<file path="config.mk">
export PLATFORM = sky130hd
export DESIGN_NAME = cr_tlvp_axi_out_mstr
export DESIGN_NICKNAME = d
export VERILOG_FILES = /design/src/rtl/cr_tlvp_axi_out_mstr.sv
export SDC_FILE = /design/constraint.sdc
export NUM_CORES = 1
export LEC_CHECK = 0
export BUFFER_PORTS_ARGS = -buffer_cell sky130_fd_sc_hd__buf_2
export CAP_MARGIN = 20
export CELL_PAD_IN_SITES_DETAIL_PLACEMENT = 1
export CELL_PAD_IN_SITES_GLOBAL_PLACEMENT = 2
export CORE_UTILIZATION = 32
export DETAILED_ROUTE_END_ITERATION = 7
export GPL_TIMING_DRIVEN = 0
export PLACE_DENSITY_LB_ADDON = 0.1
export SETUP_SLACK_MARGIN = 0.5
export SYNTH_ARGS = -nofsm -noshare
export SYNTH_HDL_FRONTEND = slang
export SYNTH_SLANG_ARGS = --single-unit
</file>
<file path="constraint.sdc">
create_clock -name clk -period 5.3 [get_ports clk]
set_clock_uncertainty 0.2 [all_clocks]
set_input_delay 0.265 -clock clk [delete_from_list [all_inputs] [get_ports clk]]
set_output_delay 0.265 -clock clk [all_outputs]
set_load 0.02 [all_outputs]
</file>
<file path="src/rtl/cr_tlvp_axi_out_mstr.sv">
// Drains the TLV parser's show-ahead outbound FIFO into an AXI4-Stream master through a small
// skid buffer, with optional parking at frame boundaries and wrapping frame/beat counters.
package cr_tlvp_axi_pkg;
  typedef struct packed {
    logic        tvalid;
    logic        tlast;
    logic [1:0]  tid;
    logic [7:0]  tuser;
    logic [7:0]  tstrb;
    logic [63:0] tdata;
  } axi4s_dp_bus_t;

  typedef struct packed {
    logic tready;
  } axi4s_dp_rdy_t;
endpackage

module cr_tlvp_axi_out_mstr
  import cr_tlvp_axi_pkg::*;
#(
  parameter int N_OB_ENTRIES = 2,
  parameter int CNT_WIDTH    = 32
) (
  input  logic                 clk,
  input  logic                 rst,
  input  logic                 tlvp_ob_empty,
  input  logic                 tlvp_ob_aempty,
  input  axi4s_dp_bus_t        tlvp_ob,
  output logic                 tlvp_ob_rd,
  input  logic                 frame_hold,
  input  axi4s_dp_rdy_t        axi4s_ob_in,
  output axi4s_dp_bus_t        axi4s_ob_out,
  output logic                 ob_held,
  output logic [CNT_WIDTH-1:0] ob_frame_cnt,
  output logic [CNT_WIDTH-1:0] ob_beat_cnt
);

  localparam int CW = $clog2(N_OB_ENTRIES + 1);

  typedef enum logic [1:0] {IDLE, IN_FRM, HELD} state_t;

  state_t                 state_q, state_d;
  axi4s_dp_bus_t          ent_q [N_OB_ENTRIES];
  axi4s_dp_bus_t          ent_d [N_OB_ENTRIES];
  axi4s_dp_bus_t          push_beat;
  logic [CW-1:0]          cnt_q, cnt_d, wr_idx;
  logic                   ob_held_q, ob_held_d;
  logic [CNT_WIDTH-1:0]   frame_cnt_q, beat_cnt_q;
  logic                   push, pop, fsm_allows_rd;
  logic                   unused_inputs;

  // Almost-empty and the FIFO's own tvalid carry no information this block needs.
  assign unused_inputs = tlvp_ob_aempty ^ tlvp_ob.tvalid;

  assign pop           = ent_q[0].tvalid & axi4s_ob_in.tready;
  assign fsm_allows_rd = (state_q == IN_FRM) | ((state_q == IDLE) & ~frame_hold);
  assign tlvp_ob_rd    = ~rst & ~tlvp_ob_empty & ((cnt_q < CW'(N_OB_ENTRIES)) | pop) & fsm_allows_rd;
  assign push          = tlvp_ob_rd;
  assign wr_idx        = cnt_q - CW'(pop);
  assign cnt_d         = cnt_q + CW'(push) - CW'(pop);

  always_comb begin
    push_beat        = tlvp_ob;
    push_beat.tvalid = 1'b1;
  end

  // Entry 0 is always the head and drives the output port straight from flops; a pop shifts
  // everything down one slot and the pushed beat lands just behind the last surviving entry.
  for (genvar gi = 0; gi < N_OB_ENTRIES; gi++) begin : g_ent
    axi4s_dp_bus_t shifted;
    if (gi < N_OB_ENTRIES - 1) begin : g_mid
      assign shifted = pop ? ent_q[gi+1] : ent_q[gi];
    end else begin : g_last
      assign shifted = pop ? axi4s_dp_bus_t'('0) : ent_q[gi];
    end
    assign ent_d[gi] = (push && (wr_idx == CW'(gi))) ? push_beat : shifted;
  end

  // Frame tracking follows what has been read from the FIFO, not what has left downstream.
  always_comb begin
    state_d = state_q;
    unique case (state_q)
      IDLE: begin
        if (frame_hold)                 state_d = HELD;
        else if (push && !tlvp_ob.tlast) state_d = IN_FRM;
      end
      IN_FRM:  if (push && tlvp_ob.tlast) state_d = IDLE;
      HELD:    if (!frame_hold)           state_d = IDLE;
      default:                            state_d = IDLE;
    endcase
  end

  assign ob_held_d = (state_d == HELD) && (cnt_d == '0);

  always_ff @(posedge clk) begin
    if (rst) begin
      state_q     <= IDLE;
      cnt_q       <= '0;
      ob_held_q   <= 1'b0;
      frame_cnt_q <= '0;
      beat_cnt_q  <= '0;
      for (int i = 0; i < N_OB_ENTRIES; i++) ent_q[i] <= '0;
    end else begin
      state_q     <= state_d;
      cnt_q       <= cnt_d;
      ob_held_q   <= ob_held_d;
      beat_cnt_q  <= beat_cnt_q + CNT_WIDTH'(pop);
      frame_cnt_q <= frame_cnt_q + CNT_WIDTH'(pop & ent_q[0].tlast);
      for (int i = 0; i < N_OB_ENTRIES; i++) ent_q[i] <= ent_d[i];
    end
  end

  assign axi4s_ob_out = ent_q[0];
  assign ob_held      = ob_held_q;
  assign ob_frame_cnt = frame_cnt_q;
  assign ob_beat_cnt  = beat_cnt_q;

endmodule

</file>
==> metrics list, run 1 <==
* Mean area per synthesized cell: 7.997 um2
- Synth Cell Area: 10440 um2
* Clock sinks: 237
* Worst Setup Path Type: in -> reg
- Worst path setup slack after routing: 1.269 ns
- Number of input and output port buffers inserted: 236
* Count of final hold-check violations: 0
- Of the cells placed in the final design, the portion with a size suffix greater than 1 is 0.2253.
- Internal Dissipation: 3310 uW
* Slew at the pin with the worst max-slew slack: 0.7326 ns
- CP max stage delay: 0.60 ns
- After the last flow step, the layout net total stands at 1754.
* GRT Overall Usage: 0.2129
- TritonCTS built the clock tree.
- Share of the yosys chip area belonging to registers: 0.4546
- For the final routed database, the setup TNS stands at 0 ns.
- Final hold analysis gives a worst-case slack of 0.05026 ns.
* Pin count of the biggest net entering global routing: 15
- After synthesis the netlist holds a flip-flop and latch count of 237.
* CTS clock-pin slew for the worst setup and hold paths: 0.06 ns
- Achievable clock frequency: 0.2481 GHz
- Total clock buffers created by CTS: 30
- The synthesized design contains 0 enable-type register cells.
- The share of synthesized area in the top cell type comes to 0.4546.
- Count of standard-cell rows: 65
- The worst setup path is launched from a primary input.
- The area growth from synthesis to layout is 34.72%.
* Max_slew headroom: 0.5116
- Instance count after placement with tap cells included: 1976
- Most frequent cells after synthesis: sky130_fd_sc_hd__nand2_1 (271), sky130_fd_sc_hd__dfxtp_1 (237), sky130_fd_sc_hd__a21oi_1 (125)
- Grouping stages by cell kind, the critical path spends the most delay in buffers and inverters.
* Sw Ratio: 0.2417
- Walking the worst path, the cells encountered are dlygate4sd3_1, buf_2, nand2_1, inv_1, clkbuf_1, ha_1, nor2_1, o2111ai_1, clkbuf_1, clkbuf_1, nor2_1, a311oi_1.
- The filler cells instantiated in the layout total 3925.
- Arrival time at the worst endpoint: 4.27 ns
- Together, buffers and inverters on the worst path number 6.
- The most common cell in the synthesized netlist is sky130_fd_sc_hd__nand2_1.
- IR Drop Worst-Case VDD: 0.2319 mV
* Sequential share of power: 0.425
* CTS resizes: 0
- In the final layout, the multi-input gates occupy 4602 um2.
* Slew Limit Fails: 0
- Clock network fraction of design power: 0.481
- Sorting the synthesized cells by area gives the leading types as sky130_fd_sc_hd__dfxtp_1 (45%), sky130_fd_sc_hd__nand2_1 (9.7%), sky130_fd_sc_hd__a311oi_1 (7.0%), sky130_fd_sc_hd__buf_4 (6.0%), sky130_fd_sc_hd__a21oi_1 (6.0%).
* Number of failing setup endpoints in the final timing report: 0
- In the synthesized netlist the async set-or-reset flop fraction comes to 0.
* Cell accounting for the most synthesized area: sky130_fd_sc_hd__dfxtp_1
* Violation count after the first detailed-routing iteration: 382
- CTS placed an instance of sky130_fd_sc_hd__clkbuf_16 at the clock tree root.
- Remaining global-route overflow: 0
- Die X: 182.6 um
* Height of the chip: 182.6 um
* Cell repeated most along the worst path: sky130_fd_sc_hd__clkbuf_1
* Post-place instance area: 12160 um2
- DPL Wire Length: 24830 um
- No sink is reached through more buffers than the 3 on the longest clock path.
* Unrepaired setup endpoints after global routing: false
* Pleak: 0.005476 uW
- The routed design has 35860 um of wire.
* Syn Nets: 1400
* Share of the clock period used by the worst path: 0.7606
- Max-Cap Viols: 0
- For this block, wires on met1 add up to 16520 um.
* Post-synth top flop: sky130_fd_sc_hd__dfxtp_1
* Vias: 10540
* Shortest clock period the worst path allows after layout: 4.031 ns
- For this run, the number of Yosys warnings is 0.
- Dividing the detail-routed via count by the number of cells gives 4.969.
- The first detailed-routing pass took 5 iterations.
- Once layout is complete, the cells apart from fillers number 2121.
- Power per Cell Area: 310.5 nW/um2
* Tightest Hold Check Type: in -> reg
- During I/O placement, the number of pins put on the boundary was 240.
- Insertion delay of the later-clocked pin in the worst-skew pair: 0.55 ns
- Highest routed metal layer: met4
- Dividing the detail-routed wire length by the instance count gives 16.90 um.
- After detailed routing, the met3 layer carries 1396 um of wire.
- Vias in the first global route: 10790
- The run finished with clean final reports.
- The die covers 33340 um2.
* Critical-path top delay cell: sky130_fd_sc_hd__clkbuf_1
- For this run, design rule violations remaining after detail routing come to 0.
- Placeable core area: 31800 um2
* Cells after synthesis: 1305
- Data required time at the worst endpoint: 5.54 ns
- Placer's final routability congestion estimate: 0.7704
- Of the total power, combinational logic draws 0.093.
- CTS built an H-tree with a depth of 1.
* First-pass GRT wire length: 57590 um
- Antenna violations before repair: 3
- Final cell area excluding filler cells: 14060 um2
* CP max FO: 11
- Switching Power: 1055 uW
- Number of distinct library cell variants in the gate-level netlist after synthesis: 35
* Register area: 4745 um2
* Element type at the critical path end: register
- Detail Route met2 WL: 17310 um
- OpenSTA, run right after detailed placement, puts the worst setup slack at 1.233 ns.
- Initial core utilization: 0.3282
* Antenna-violating nets left: 0
==> flip-flops by register name, summed over array words and instances (netlist names) <==
name and flops:
cnt_q 2, ent_q 168, ob_beat_cnt 32, ob_frame_cnt 32, ob_held 1, state_q 2
==> final timing paths <==
check	end	slack, ns	start	cells after the start
max reg2reg	ent_q[0][33]	1.27	ent_q[0][83]	10
min reg2reg	ent_q[0][167]	0.26	ent_q[0][167]	2
max	ent_q[0][33]	1.27	axi4s_ob_in	12
min	cnt_q[0]	0.05	tlvp_ob_empty	5
==> per-layer routing <==
layer	global-route usage	up-vias
met5	0	-
met4	0.04639	0
met3	0.03133	45
met2	0.3765	197
met1	0.2722	5089
li1	-	5209
==> logic make-up after synthesis <==
kind of cell	Yosys count	share of synthesized area
muxes	4	0.004076
AOI/OAI and AO/OA	253	0.1599
and+or+nand+nor	582	0.2525
xor gates and xnor gates	22	0.01846
buffers and inverters	202	0.1044
DFF	237	0.4546
adders and majority gates	5	0.005994
==> cell type report <==
type,instances,share of cell area
antenna,4,0.0007119
timing repair buffer,322,0.1452
multi-input combinational,866,0.3273
buffer,190,0.07431
clock buffer,42,0.06310
clock inverter,13,0.009967
inverter,12,0.003204
tap,435,0.03871
sequential,237,0.3375
==> worst reg2reg max path, stage by stage, from the launching register on <==
cell and delay, ns:
sky130_fd_sc_hd__dfxtp_1 0.40, sky130_fd_sc_hd__nand2_1 0.23, sky130_fd_sc_hd__inv_1 0.17, sky130_fd_sc_hd__clkbuf_1 0.48
sky130_fd_sc_hd__ha_1 0.37, sky130_fd_sc_hd__nor2_1 0.10, sky130_fd_sc_hd__o2111ai_1 0.50, sky130_fd_sc_hd__clkbuf_1 0.60
sky130_fd_sc_hd__clkbuf_1 0.48, sky130_fd_sc_hd__nor2_1 0.08, sky130_fd_sc_hd__a311oi_1 0.32
==> cells in the final DEF, fill, tap and decap left out, types with 2 or more instances in the layout <==
cell type / n
sky130_fd_sc_hd__nand2_1: 271
sky130_fd_sc_hd__buf_2: 237
sky130_fd_sc_hd__dfxtp_1: 237
sky130_fd_sc_hd__a21oi_1: 125
sky130_fd_sc_hd__nor2_1: 110
sky130_fd_sc_hd__nand3_1: 104
sky130_fd_sc_hd__clkbuf_1: 96
sky130_fd_sc_hd__dlygate4sd3_1: 86
sky130_fd_sc_hd__buf_4: 84
sky130_fd_sc_hd__a311oi_1: 83
sky130_fd_sc_hd__or4_1: 33
sky130_fd_sc_hd__clkbuf_16: 31
sky130_fd_sc_hd__o31ai_1: 30
sky130_fd_sc_hd__nand4_1: 17
sky130_fd_sc_hd__inv_1: 12
sky130_fd_sc_hd__or3_1: 12
sky130_fd_sc_hd__buf_1: 11
sky130_fd_sc_hd__o21ai_0: 11
sky130_fd_sc_hd__xor2_1: 11
sky130_fd_sc_hd__xnor2_1: 11
sky130_fd_sc_hd__clkinv_2: 10
sky130_fd_sc_hd__clkbuf_8: 7
sky130_fd_sc_hd__nor2b_1: 6
sky130_fd_sc_hd__and4_1: 6
sky130_fd_sc_hd__and3_1: 6
sky130_fd_sc_hd__and2_1: 5
sky130_fd_sc_hd__ha_1: 5
sky130_fd_sc_hd__diode_2: 4
sky130_fd_sc_hd__nor3_1: 4
sky130_fd_sc_hd__nor4_1: 3
sky130_fd_sc_hd__bufinv_16: 3
sky130_fd_sc_hd__buf_6: 2
sky130_fd_sc_hd__mux2i_1: 2
sky130_fd_sc_hd__mux2_2: 2
sky130_fd_sc_hd__nand2b_1: 2
sky130_fd_sc_hd__o2111ai_1: 2
==> metrics by stage <==
step,total power (uW),util
2_1_floorplan,2106,-
3_3_place_gp,2252,0.3825
3_5_place_dp,2256,0.3825
4_1_cts,4428,0.4418
5_1_grt,4526,0.4421
6_report,4365,0.4421
==> timing repair <==
action / 4_1_cts / 5_1_grt
endpoints found under the hold margin: 171 / 0
buffers inserted: 0 / 0
setup endpoints to repair: 0 / 0
hold buffers: 86 / 0
==> power by group through the flow <==
stage	Sequential (uW)	Clock (uW)	Combinational [uW]
floorplan	1890	0	220
global placement	1890	0	359
detailed placement	1890	0	362
CTS	1860	2160	414
global route	1860	2220	445
finish	1860	2100	408
No activity file was read; power rests on OpenSTA's default activity.
==> inputs of run 2 (changes only) <==
- CORE_UTILIZATION: 32 -> 31
- clock period: 5.3 -> 4.1 ns (I/O delays scaled with it)
==> run 2 against run 1 <==
Effect of this change:
- non-clock buffer count stayed put
- sequential share of layout area is 0.24 points higher
- cell count stayed put
- critical endpoint is now ent_q[0][140]
- hold slack worse by 0.0035 ns
- clock power is 16% higher
- sequential power is 29% higher
- global-route usage is 0.81 points lower
==> metrics list, run 2 (synthesis gave the netlist of run 1 again) <==
- The largest vdd supply drop came to 0.3491 mV (+51%).
* Number of failing setup endpoints in the final timing report: 0 (unchanged)
- Top-level port count: 240 (unchanged)
- Antenna-violating nets left: 0 (unchanged)
- Slew Limit Fails: 0 (unchanged)
- The core area was 32870 um2 (+3.4%).
- Violation count after the first detailed-routing iteration: 319 (-16%)
- The required time reported for the critical path endpoint was 4.36 ns (-1.18 ns).
* Leading cell types in the layout, fill and taps excluded: sky130_fd_sc_hd__nand2_1 (271), sky130_fd_sc_hd__buf_2 (237), sky130_fd_sc_hd__dfxtp_1 (237), sky130_fd_sc_hd__a21oi_1 (125), sky130_fd_sc_hd__nor2_1 (110)
- Pin count of the biggest net entering global routing: 14 (-1)
* First-pass GRT wire length: 56160 um (-2.5%)
- The worst setup slack after layout was 0.7751 ns (-0.4939 ns).
- Sequential share of power: 0.447 (+0.022)
- Count of final hold-check violations: 0 (unchanged)
- CTS clock-pin slew for the worst setup and hold paths: 0.06 ns (about the same)
* Pleak: 0.005441 uW (-0.65%)
* Max clock buf depth: 3 (unchanged)
* # fillers: 4075 (+3.8%)
- The number of maximum-capacitance constraint violations is 0 (unchanged).
- Via density: 4.958 (-0.23%)
- The TritonCTS sink count is 237 (unchanged).
- TritonCTS built the clock tree.
* Count of buffers added by post-CTS timing repair for setup: 0 (unchanged)
- DPL Wire Length: 24760 um (-0.28%)
* Detailed-router iteration count before antenna repair: 4 (-1)
- Most common cell after layout, fill and taps aside: sky130_fd_sc_hd__nand2_1
* Number of input and output port buffers inserted: 236 (unchanged)
- Height of the chip: 185.5 um (+1.6%)
- Portion of total power attributed to combinational logic: 0.099 (+0.006)
- Cell chosen for the clock root: sky130_fd_sc_hd__clkbuf_16
* CP max FO: 11 (unchanged)
- The clock period could shrink to 3.325 ns.
- The worst setup path is of the in -> reg kind.
- The sum of overflow across all layers after global routing was 0 (unchanged).
- Setup repair after global routing left no endpoint under its margin.
* Vias in the first global route: 10450 (-3.1%)
* Slew at the pin with the worst max-slew slack: 0.8421 ns (+0.1095 ns)
* Die area: 34400 um2 (+3.2%)
* Wire length per cell: 16.89 um (-0.10%)
- GRT Overall Usage: 0.2048 (-0.008076)
- Most flops, register: ent_q
- The wire length after detailed routing was 35820 um (-0.10%).
* Clock network fraction of design power: 0.454 (-0.027)
* Vias: 10520 (-0.23%)
- The effective utilization at floorplan is 0.3175 (-0.01066).
- Share of the clock period used by the worst path: 0.8110
- Max FFs per register: 168 (unchanged)
- Post-Route Setup TNS: 0 ns (unchanged)
* Layout Area Growth over Synthesis: 33.75%
* Status: completed
- Fraction of layout cells with a size suffix above 1: 0.2310 (+0.005718)
- Sw Ratio: 0.2481 (+0.006429)
- Deepest level of the CTS H-tree: 1 (unchanged)
- The total number of placement rows was 66 (+1.5%).
* # DRC: 0 (unchanged)
- The power per unit of standard cell area was 384.1 nW/um2 (+24%).
* Die X: 185.5 um (+1.6%)
- The worst setup path is captured at a register.
- The final net count is 1752 (-0.11%).
- The worst slack at placement came to -0.04632 ns (-1.280 ns).
- Antenna violations before repair: 4 (+1)
- The path class of the tightest hold or removal check is in -> reg.
- Insertion delay of the later-clocked pin in the worst-skew pair: 0.54 ns (about the same)
* Internal Dissipation: 4031 uW (+22%)
- The worst slew margin relative to its limit was 0.4386 (-0.07300).
- Total clock buffers created by CTS: 28 (-6.7%)
* Arrival time at the worst endpoint: 3.59 ns (-0.68 ns)
- Placer's final routability congestion estimate: 0.7502 (-2.6%)
- The switching power total is 1330 uW (+26%).
* Critical Path Source Type: primary input
- Static timing analysis puts the maximum clock frequency at 0.3008 GHz.
[run 2: per-stage QoR]
| stage | instances | power [uW] | utilization | hold slack [ns] | instance area [um2] |
|---|---|---|---|---|---|
| detailed placement | 1983 | 2918 | 0.3703 | 0.2516 | 12170 |
| CTS | 2117 | 5452 | 0.4239 | 0.03413 | 13930 |
| global route | 2120 | 5583 | 0.4246 | 0.1067 | 13960 |
| global placement | 1983 | 2912 | 0.3703 | 0.2463 | 12170 |
| floorplan | 1305 | 2722 | - | 0.1410 | 10440 |
| finish | 2121 | 5361 | 0.4247 | 0.04679 | 13960 |
[run 2: what timing repair did]
action	CTS	global route
setup endpoints to repair	151	62
hold endpoints to repair	172	0
cloned	0	0
hold buffers	86	0
resized for setup	8	17
[run 2: worst paths after layout]
check             endpoint           from  depth (start not counted)  slack (ns)
max          ent_q[0][140]    axi4s_ob_in                         12        0.78
min               cnt_q[0]  tlvp_ob_empty                          5        0.05
max reg2reg  ent_q[0][140]   ent_q[0][83]                         10        0.79
min reg2reg  ent_q[0][167]  ent_q[0][167]                          2        0.26
[run 2: worst max-delay path, cell delays in order]
cell	delay [ns]
sky130_fd_sc_hd__dlygate4sd3_1	0.55
sky130_fd_sc_hd__buf_2	0.16
sky130_fd_sc_hd__nand2_1	0.21
sky130_fd_sc_hd__inv_1	0.13
sky130_fd_sc_hd__clkbuf_2	0.25
sky130_fd_sc_hd__ha_1	0.31
sky130_fd_sc_hd__and4_1	0.27
sky130_fd_sc_hd__o2111ai_1	0.35
sky130_fd_sc_hd__clkbuf_2	0.39
sky130_fd_sc_hd__clkbuf_1	0.43
sky130_fd_sc_hd__nand3_1	0.13
sky130_fd_sc_hd__a21oi_1	0.18
[run 2: area by class of cell]
cell class,instances,area [um2],area share
diodes,4,10.01,0.0007171
plain buffers,190,1065,0.07628
clock buffers,38,809.5,0.05800
clock inverters,10,81.33,0.005826
inverters,12,45.04,0.003227
multi-input cells,866,4608,0.3301
flip-flops and latches,237,4745,0.3399
well taps,442,553.0,0.03962
repair buffers,322,2042,0.1463
[run 2: power by group through the flow]
stage	Clock, uW	Sequential, uW	Combinational, uW
detailed placement	0	2450	472
global route	2600	2400	581
finish	2430	2400	532
CTS	2520	2400	541
global placement	0	2450	467
floorplan	0	2440	284
[run 2: per-layer routing]
metal	up-vias	track usage	part of all wire	wire length, um
li1	5203	-	-	-
met1	5076	0.2646	0.45	16230
met2	199	0.3548	0.49	17410
met3	38	0.03502	0.046	1642
met4	0	0.04364	0.015	542
met5	-	0	0	0
